File: src/rtl/mux_rr_arbiter_pkg.sv
`default_nettype none
// +------------------------------------------------------------------+
// | mux_rr_arbiter_pkg                                               |
// | Shared state encoding, requester count and one-hot helpers.      |
// | Rev 1.0                                                          |
// +------------------------------------------------------------------+
package mux_rr_arbiter_pkg;

  localparam int NREQ = 4;

  typedef enum logic [0:0] {
    ST_IDLE  = 1'b0,
    ST_GRANT = 1'b1
  } state_e;

  localparam logic [NREQ-1:0] C_ONEHOT_0 = 4'b0001;
  localparam logic [NREQ-1:0] C_ONEHOT_1 = 4'b0010;
  localparam logic [NREQ-1:0] C_ONEHOT_2 = 4'b0100;
  localparam logic [NREQ-1:0] C_ONEHOT_3 = 4'b1000;

  function automatic logic [NREQ-1:0] idx2onehot(input logic [1:0] idx);
    logic [NREQ-1:0] oh;
    case (idx)
      2'd0:    oh = C_ONEHOT_0;
      2'd1:    oh = C_ONEHOT_1;
      2'd2:    oh = C_ONEHOT_2;
      default: oh = C_ONEHOT_3;
    endcase
    return oh;
  endfunction

endpackage : mux_rr_arbiter_pkg
`default_nettype wire

File: src/rtl/mux4.sv
`default_nettype none
// +------------------------------------------------------------------+
// | mux4                                                             |
// | Single-bit 4:1 multiplexer, select index = {c1,c0}.              |
// | Rev 1.0                                                          |
// +------------------------------------------------------------------+
module mux4 (
  input  logic x0,
  input  logic x1,
  input  logic x2,
  input  logic x3,
  input  logic c0,
  input  logic c1,
  output logic m
);

  assign m = c1 ? (c0 ? x3 : x2) : (c0 ? x1 : x0);

endmodule : mux4
`default_nettype wire

File: src/rtl/mux_rr_arbiter_rr_pick.sv
`default_nettype none
// +------------------------------------------------------------------+
// | rr_pick                                                          |
// | Combinational rotating-priority picker starting after last.      |
// | Rev 1.0                                                          |
// +------------------------------------------------------------------+
module rr_pick
  import mux_rr_arbiter_pkg::*;
(
  input  logic [NREQ-1:0] req,
  input  logic [1:0]      last,
  output logic            found,
  output logic [1:0]      idx
);

  logic [1:0] cand;

  // Offsets 1..4 so the previous owner is considered last.
  always_comb begin
    found = 1'b0;
    idx   = 2'd0;
    cand  = 2'd0;
    for (int k = 1; k <= NREQ; k++) begin
      cand = last + 2'(k);
      if (!found && req[cand]) begin
        found = 1'b1;
        idx   = cand;
      end
    end
  end

endmodule : rr_pick
`default_nettype wire

File: src/rtl/mux_rr_arbiter.sv
`default_nettype none
// +------------------------------------------------------------------+
// | mux_rr_arbiter                                                   |
// | Round-robin owner of a shared 4:1 mux with bounded hold time.    |
// | Rev 1.0                                                          |
// +------------------------------------------------------------------+
module mux_rr_arbiter
  import mux_rr_arbiter_pkg::*;
#(
  parameter int MAX_HOLD = 8
) (
  input  logic            clk,
  input  logic            rst,
  input  logic [NREQ-1:0] req,
  input  logic [NREQ-1:0] x,
  output logic [NREQ-1:0] gnt,
  output logic            c0,
  output logic            c1,
  output logic            m,
  output logic            busy
);

  localparam int HOLD_W = ($clog2(MAX_HOLD) > 1) ? $clog2(MAX_HOLD) : 1;
  localparam logic [HOLD_W-1:0] C_HOLD_LAST = HOLD_W'(MAX_HOLD - 1);

  state_e            state_q, state_d;
  logic [NREQ-1:0]   gnt_q, gnt_d;
  logic [1:0]        sel_q, sel_d;
  logic [1:0]        last_q, last_d;
  logic [HOLD_W-1:0] hold_cnt_q, hold_cnt_d;
  logic              m_q, m_d;

  logic              w_found;
  logic [1:0]        w_idx;
  logic [1:0]        w_pick_last;
  logic              w_release;
  logic              w_mux;

  // While granted, the pick pointer is the current owner so a release
  // re-picks on the same edge as if last_owner had already updated.
  assign w_pick_last = (state_q == ST_GRANT) ? sel_q : last_q;
  assign w_release   = !req[sel_q] || (hold_cnt_q == C_HOLD_LAST);

  rr_pick u_pick (
    .req   (req),
    .last  (w_pick_last),
    .found (w_found),
    .idx   (w_idx)
  );

  mux4 u_mux (
    .x0 (x[0]),
    .x1 (x[1]),
    .x2 (x[2]),
    .x3 (x[3]),
    .c0 (sel_q[0]),
    .c1 (sel_q[1]),
    .m  (w_mux)
  );

  always_comb begin
    state_d    = state_q;
    gnt_d      = gnt_q;
    sel_d      = sel_q;
    last_d     = last_q;
    hold_cnt_d = hold_cnt_q;
    m_d        = m_q;
    case (state_q)
      ST_IDLE: begin
        if (w_found) begin
          state_d    = ST_GRANT;
          gnt_d      = idx2onehot(w_idx);
          sel_d      = w_idx;
          hold_cnt_d = '0;
        end
      end
      ST_GRANT: begin
        m_d = w_mux;
        if (w_release) begin
          last_d = sel_q;
          if (w_found) begin
            gnt_d      = idx2onehot(w_idx);
            sel_d      = w_idx;
            hold_cnt_d = '0;
          end else begin
            state_d = ST_IDLE;
            gnt_d   = '0;
          end
        end else begin
          hold_cnt_d = hold_cnt_q + HOLD_W'(1);
        end
      end
      default: begin
        state_d = ST_IDLE;
        gnt_d   = '0;
      end
    endcase
  end

  always_ff @(posedge clk or posedge rst) begin
    if (rst) begin
      state_q    <= ST_IDLE;
      gnt_q      <= '0;
      sel_q      <= 2'd0;
      last_q     <= 2'd3;
      hold_cnt_q <= '0;
      m_q        <= 1'b0;
    end else begin
      state_q    <= state_d;
      gnt_q      <= gnt_d;
      sel_q      <= sel_d;
      last_q     <= last_d;
      hold_cnt_q <= hold_cnt_d;
      m_q        <= m_d;
    end
  end

  assign gnt  = gnt_q;
  assign c0   = sel_q[0];
  assign c1   = sel_q[1];
  assign m    = m_q;
  assign busy = (state_q == ST_GRANT);

endmodule : mux_rr_arbiter
`default_nettype wire

File: config.mk
export PLATFORM = sky130hd
export DESIGN_NAME = mux_rr_arbiter
export DESIGN_NICKNAME = d
export VERILOG_FILES = /design/src/rtl/mux_rr_arbiter_pkg.sv /design/src/rtl/mux4.sv /design/src/rtl/mux_rr_arbiter_rr_pick.sv /design/src/rtl/mux_rr_arbiter.sv
export SDC_FILE = /design/constraint.sdc
export NUM_CORES = 1
export LEC_CHECK = 0
export CORE_ASPECT_RATIO = 0.7
export CORE_MARGIN = 2
export CORE_UTILIZATION = 35
export DETAILED_ROUTE_END_ITERATION = 7
export GPL_ROUTABILITY_DRIVEN = 0
export PLACE_DENSITY = 0.62
export SLEW_MARGIN = 0
export SYNTH_ARGS = -nofsm -noshare
export SYNTH_HDL_FRONTEND = slang
export SYNTH_SLANG_ARGS = --single-unit
export TNS_END_PERCENT = 30
File: constraint.sdc
create_clock -name clk -period 2.2 [get_ports clk]
set_clock_uncertainty 0.2 [all_clocks]
set_input_delay 0.44 -clock clk [delete_from_list [all_inputs] [get_ports clk]]
set_output_delay 0.44 -clock clk [all_outputs]
set_load 0.02 [all_outputs]
==> impl_results.md <==
* Number of nets in the synthesized netlist at 80
* Number of enable-type register cells in the synthesized netlist at 0
* Fill cell instance count of the final layout at 206
* Diode insertion count for antenna repair at 0
* Max rail drop VDD at 0.583 mV
* Overall routed net length at 1820 um
* ANT nets after route at 0
* Path class of the lowest-slack min-delay path: in2async
* Port bufs at 17
* Layout overhead on the synthesized area at 37.5%
* Total via count after detailed routing at 655
* Most frequent cells after synthesis: 11 x sky130_fd_sc_hd__dfrtp_1, 8 x sky130_fd_sc_hd__inv_1, 6 x sky130_fd_sc_hd__mux2_2
* Area share of the leading cell type in the synthesized netlist at 0.346
* CP Max Fanout at 6
* Measured slew at the worst slew-check pin at 0.494 ns
* Result of the run: complete, no violations
* Sequential element share of the synthesized area at 0.413
* Flip-flop cell with the highest count after synthesis: sky130_fd_sc_hd__dfrtp_1
* Design Area, Final at 1090 um2
* Synthesis Warnings at 0
* Clock transition at the registers of the reported paths at 0.08 ns
* Post-synthesis cell area at 795 um2
* List of cells traversed by the critical path: buf_4 > clkdlybuf4s50_1
* First-pass GRT wire length at 3140 um
* Footprint of the multi-input gates at 409 um2
* Floorplan Core Area at 2150 um2
* Gr usage total at 0.165
* Worst slew margin relative to its limit at 0.670
* Detailed-route vias per instance at 5.08
* Fraction of registers with async set or reset after synthesis at 1.00
* DRC viols at 0
* Worst skew pair latency at 0.27 ns
* Top cell type by total area after synthesis: sky130_fd_sc_hd__dfrtp_1
* Vias in the first global route at 666
* Number of clock sinks seen by CTS at 13
* Overflow left after global routing at 0
* Width of the die at 60.9 um
* Arr. time, crit path at 1.48 ns
* Fin worst setup slack at 0.0790 ns
* Number of antenna violations at the first check in global routing at 0
* Num CTS Buffers at 3
* Pin count of the biggest net entering global routing at 14
* Power per unit of standard cell area at 1220 nW/um2
* Most repeated cell in the gate-level netlist after synthesis: sky130_fd_sc_hd__dfrtp_1
* CP peak stage delay at 0.60 ns
* Top cells by area in the synthesized netlist: sky130_fd_sc_hd__dfrtp_1 35%, sky130_fd_sc_hd__mux2_2 8.5%, sky130_fd_sc_hd__dfstp_2 6.6%
* Post-placement setup slack at -0.151 ns
* Cell leakage power at 0.460 nW
* Power consumption at 1.33 mW
* Pre-antenna DRT Iters at 4
* Cell with the largest stage delay on the worst path: sky130_fd_sc_hd__clkdlybuf4s50_1
* Post-placement cell area at 1060 um2
* Number of placed I/O pins at 18
* Type of origin of the critical path: flip-flop
* Highest clock frequency the design can meet at 471 MHz
* Type of destination of the critical path: output pin
* Final Hold Fails at 0
* Max-cap violations at 0
* CP required at 1.56 ns
* Total of hold buffers inserted after clock tree synthesis at 0
* Share of the clock period used by the worst path after layout at 0.964
* Final critical delay including setup and external delays at 2.12 ns
* Unrepaired setup endpoints after global routing: false
* Clock tree from TritonCTS: done
* Final-report setup violation count at 0
* Family with the most delay on the worst path: buffers and inverters
* Floorplan die height at 43.9 um
* Setup Crit Path Kind: reg2out
* Number of pins with negative max-slew slack in the final report at 0
* Detailed Route Iter0 Violations at 9
* Effective utilization at floorplan at 0.369
* Die area at 2670 um2
* DP HPWL at 1470 um
* Max H-tree Level at 1
* Sequential standard cell area at 332 um2
* Cell row count at 14
* Fraction of layout cells with a size suffix above 1 at 0.361
* Instance count of the mapped netlist at 68
* CP bufs+invs at 2
* Mean instance size in the synthesized netlist at 11.7 um2
* Routed WL per cell at 14.1 um
* Synthesis-stage register bit count at 13
* Nets at 110
* Distinct cell type count after synthesis at 30
* Maximum number of buffers from clock root to sink at 2
* Root buffer cell: sky130_fd_sc_hd__clkbuf_4
flip-flops by register name (all words and copies together) (netlist names):
name and cells:
sel_q 2, hold_cnt_q 3, gnt 4, m 1
last_q 2, busy 1
final timing paths:
check	start	endpoint	slack (ns)	depth (start not counted)
setup / recovery	sel_q[0]	c0	0.08	2
hold / removal	rst	m	0.29	2
setup reg to reg	busy	sel_q[0]	0.15	4
hold reg to reg	gnt[3]	gnt[3]	0.29	2
max in group asynchronous	rst	sel_q[0]	1.15	2
min in group clk	gnt[3]	gnt[3]	0.29	2
routing by layer:
metal  wire [um]  vias up  track usage
li1            -      315            -
met1         939      322        0.249
met2         777       18        0.228
met3         105        0       0.0627
met4           0        0       0.0261
met5           0        -            0
where the power goes:
part | leakage, nW | internal (mW) | switching (mW) | total (mW)
logic | 0.290 | 0.404 | 0.330 | 0.734
clock network | 0.0150 | 0.0703 | 0.0754 | 0.146
registers | 0.155 | 0.354 | 0.0954 | 0.450
total | 0.460 | 0.829 | 0.501 | 1.33
what timing repair did:
item / 4_1_cts / 5_1_grt
pin swaps: 0 / 0
gates resized for setup: 2 / 2
buffers inserted: 0 / 0
setup endpoints to repair: 2 / 2
cells by family after synthesis:
logic type,Yosys count,share of synthesized area
DFF,13,0.413
and+or+nand+nor,15,0.118
adders and majority gates,2,0.0315
muxes,10,0.198
AOI/OAI and AO/OA,17,0.167
buffers and inverters,11,0.0724
layout by cell type, fill, tap and decap left out, drive strengths merged, types with 2 or more instances in the layout:
cell type / instances
a21oi: 3
o31ai: 3
nor2b: 2
mux4: 2
ha: 2
mux2i: 2
inv: 8
mux2: 6
buf: 11
dfrtp: 11
clkbuf: 4
nand2: 4
nor4: 2
a22o: 3
nor2: 2
clkdlybuf4s50: 16
dfstp: 2
a211oi: 3
stage by stage:
stage / hold slack [ns] / util / setup TNS (ns) / cells
6_report: 0.288 / 0.507 / 0 / 129
5_1_grt: 0.327 / 0.507 / 0 / 129
4_1_cts: 0.300 / 0.505 / 0 / 129
3_5_place_dp: 0.273 / 0.492 / -0.720 / 125
3_3_place_gp: 0.272 / 0.492 / -0.512 / 125
2_1_floorplan: 0.116 / - / 0 / 68
worst register-to-register path, delay by kind of cell, from the launching register on:
family,cells,cell delay (ns)
AO/OA/AOI/OAI,1,0.32
flip-flops,1,0.44
multiplexers,3,0.98
final cells by class:
| cell class | count | share of cell area |
|---|---|---|
| Multi-Input combinational cell | 44 | 0.375 |
| Timing Repair Buffer | 28 | 0.234 |
| Tap cell | 32 | 0.0367 |
| Sequential cell | 13 | 0.304 |
| Clock buffer | 4 | 0.0241 |
| Inverter | 8 | 0.0275 |
(Power assumes the default switching activity.)
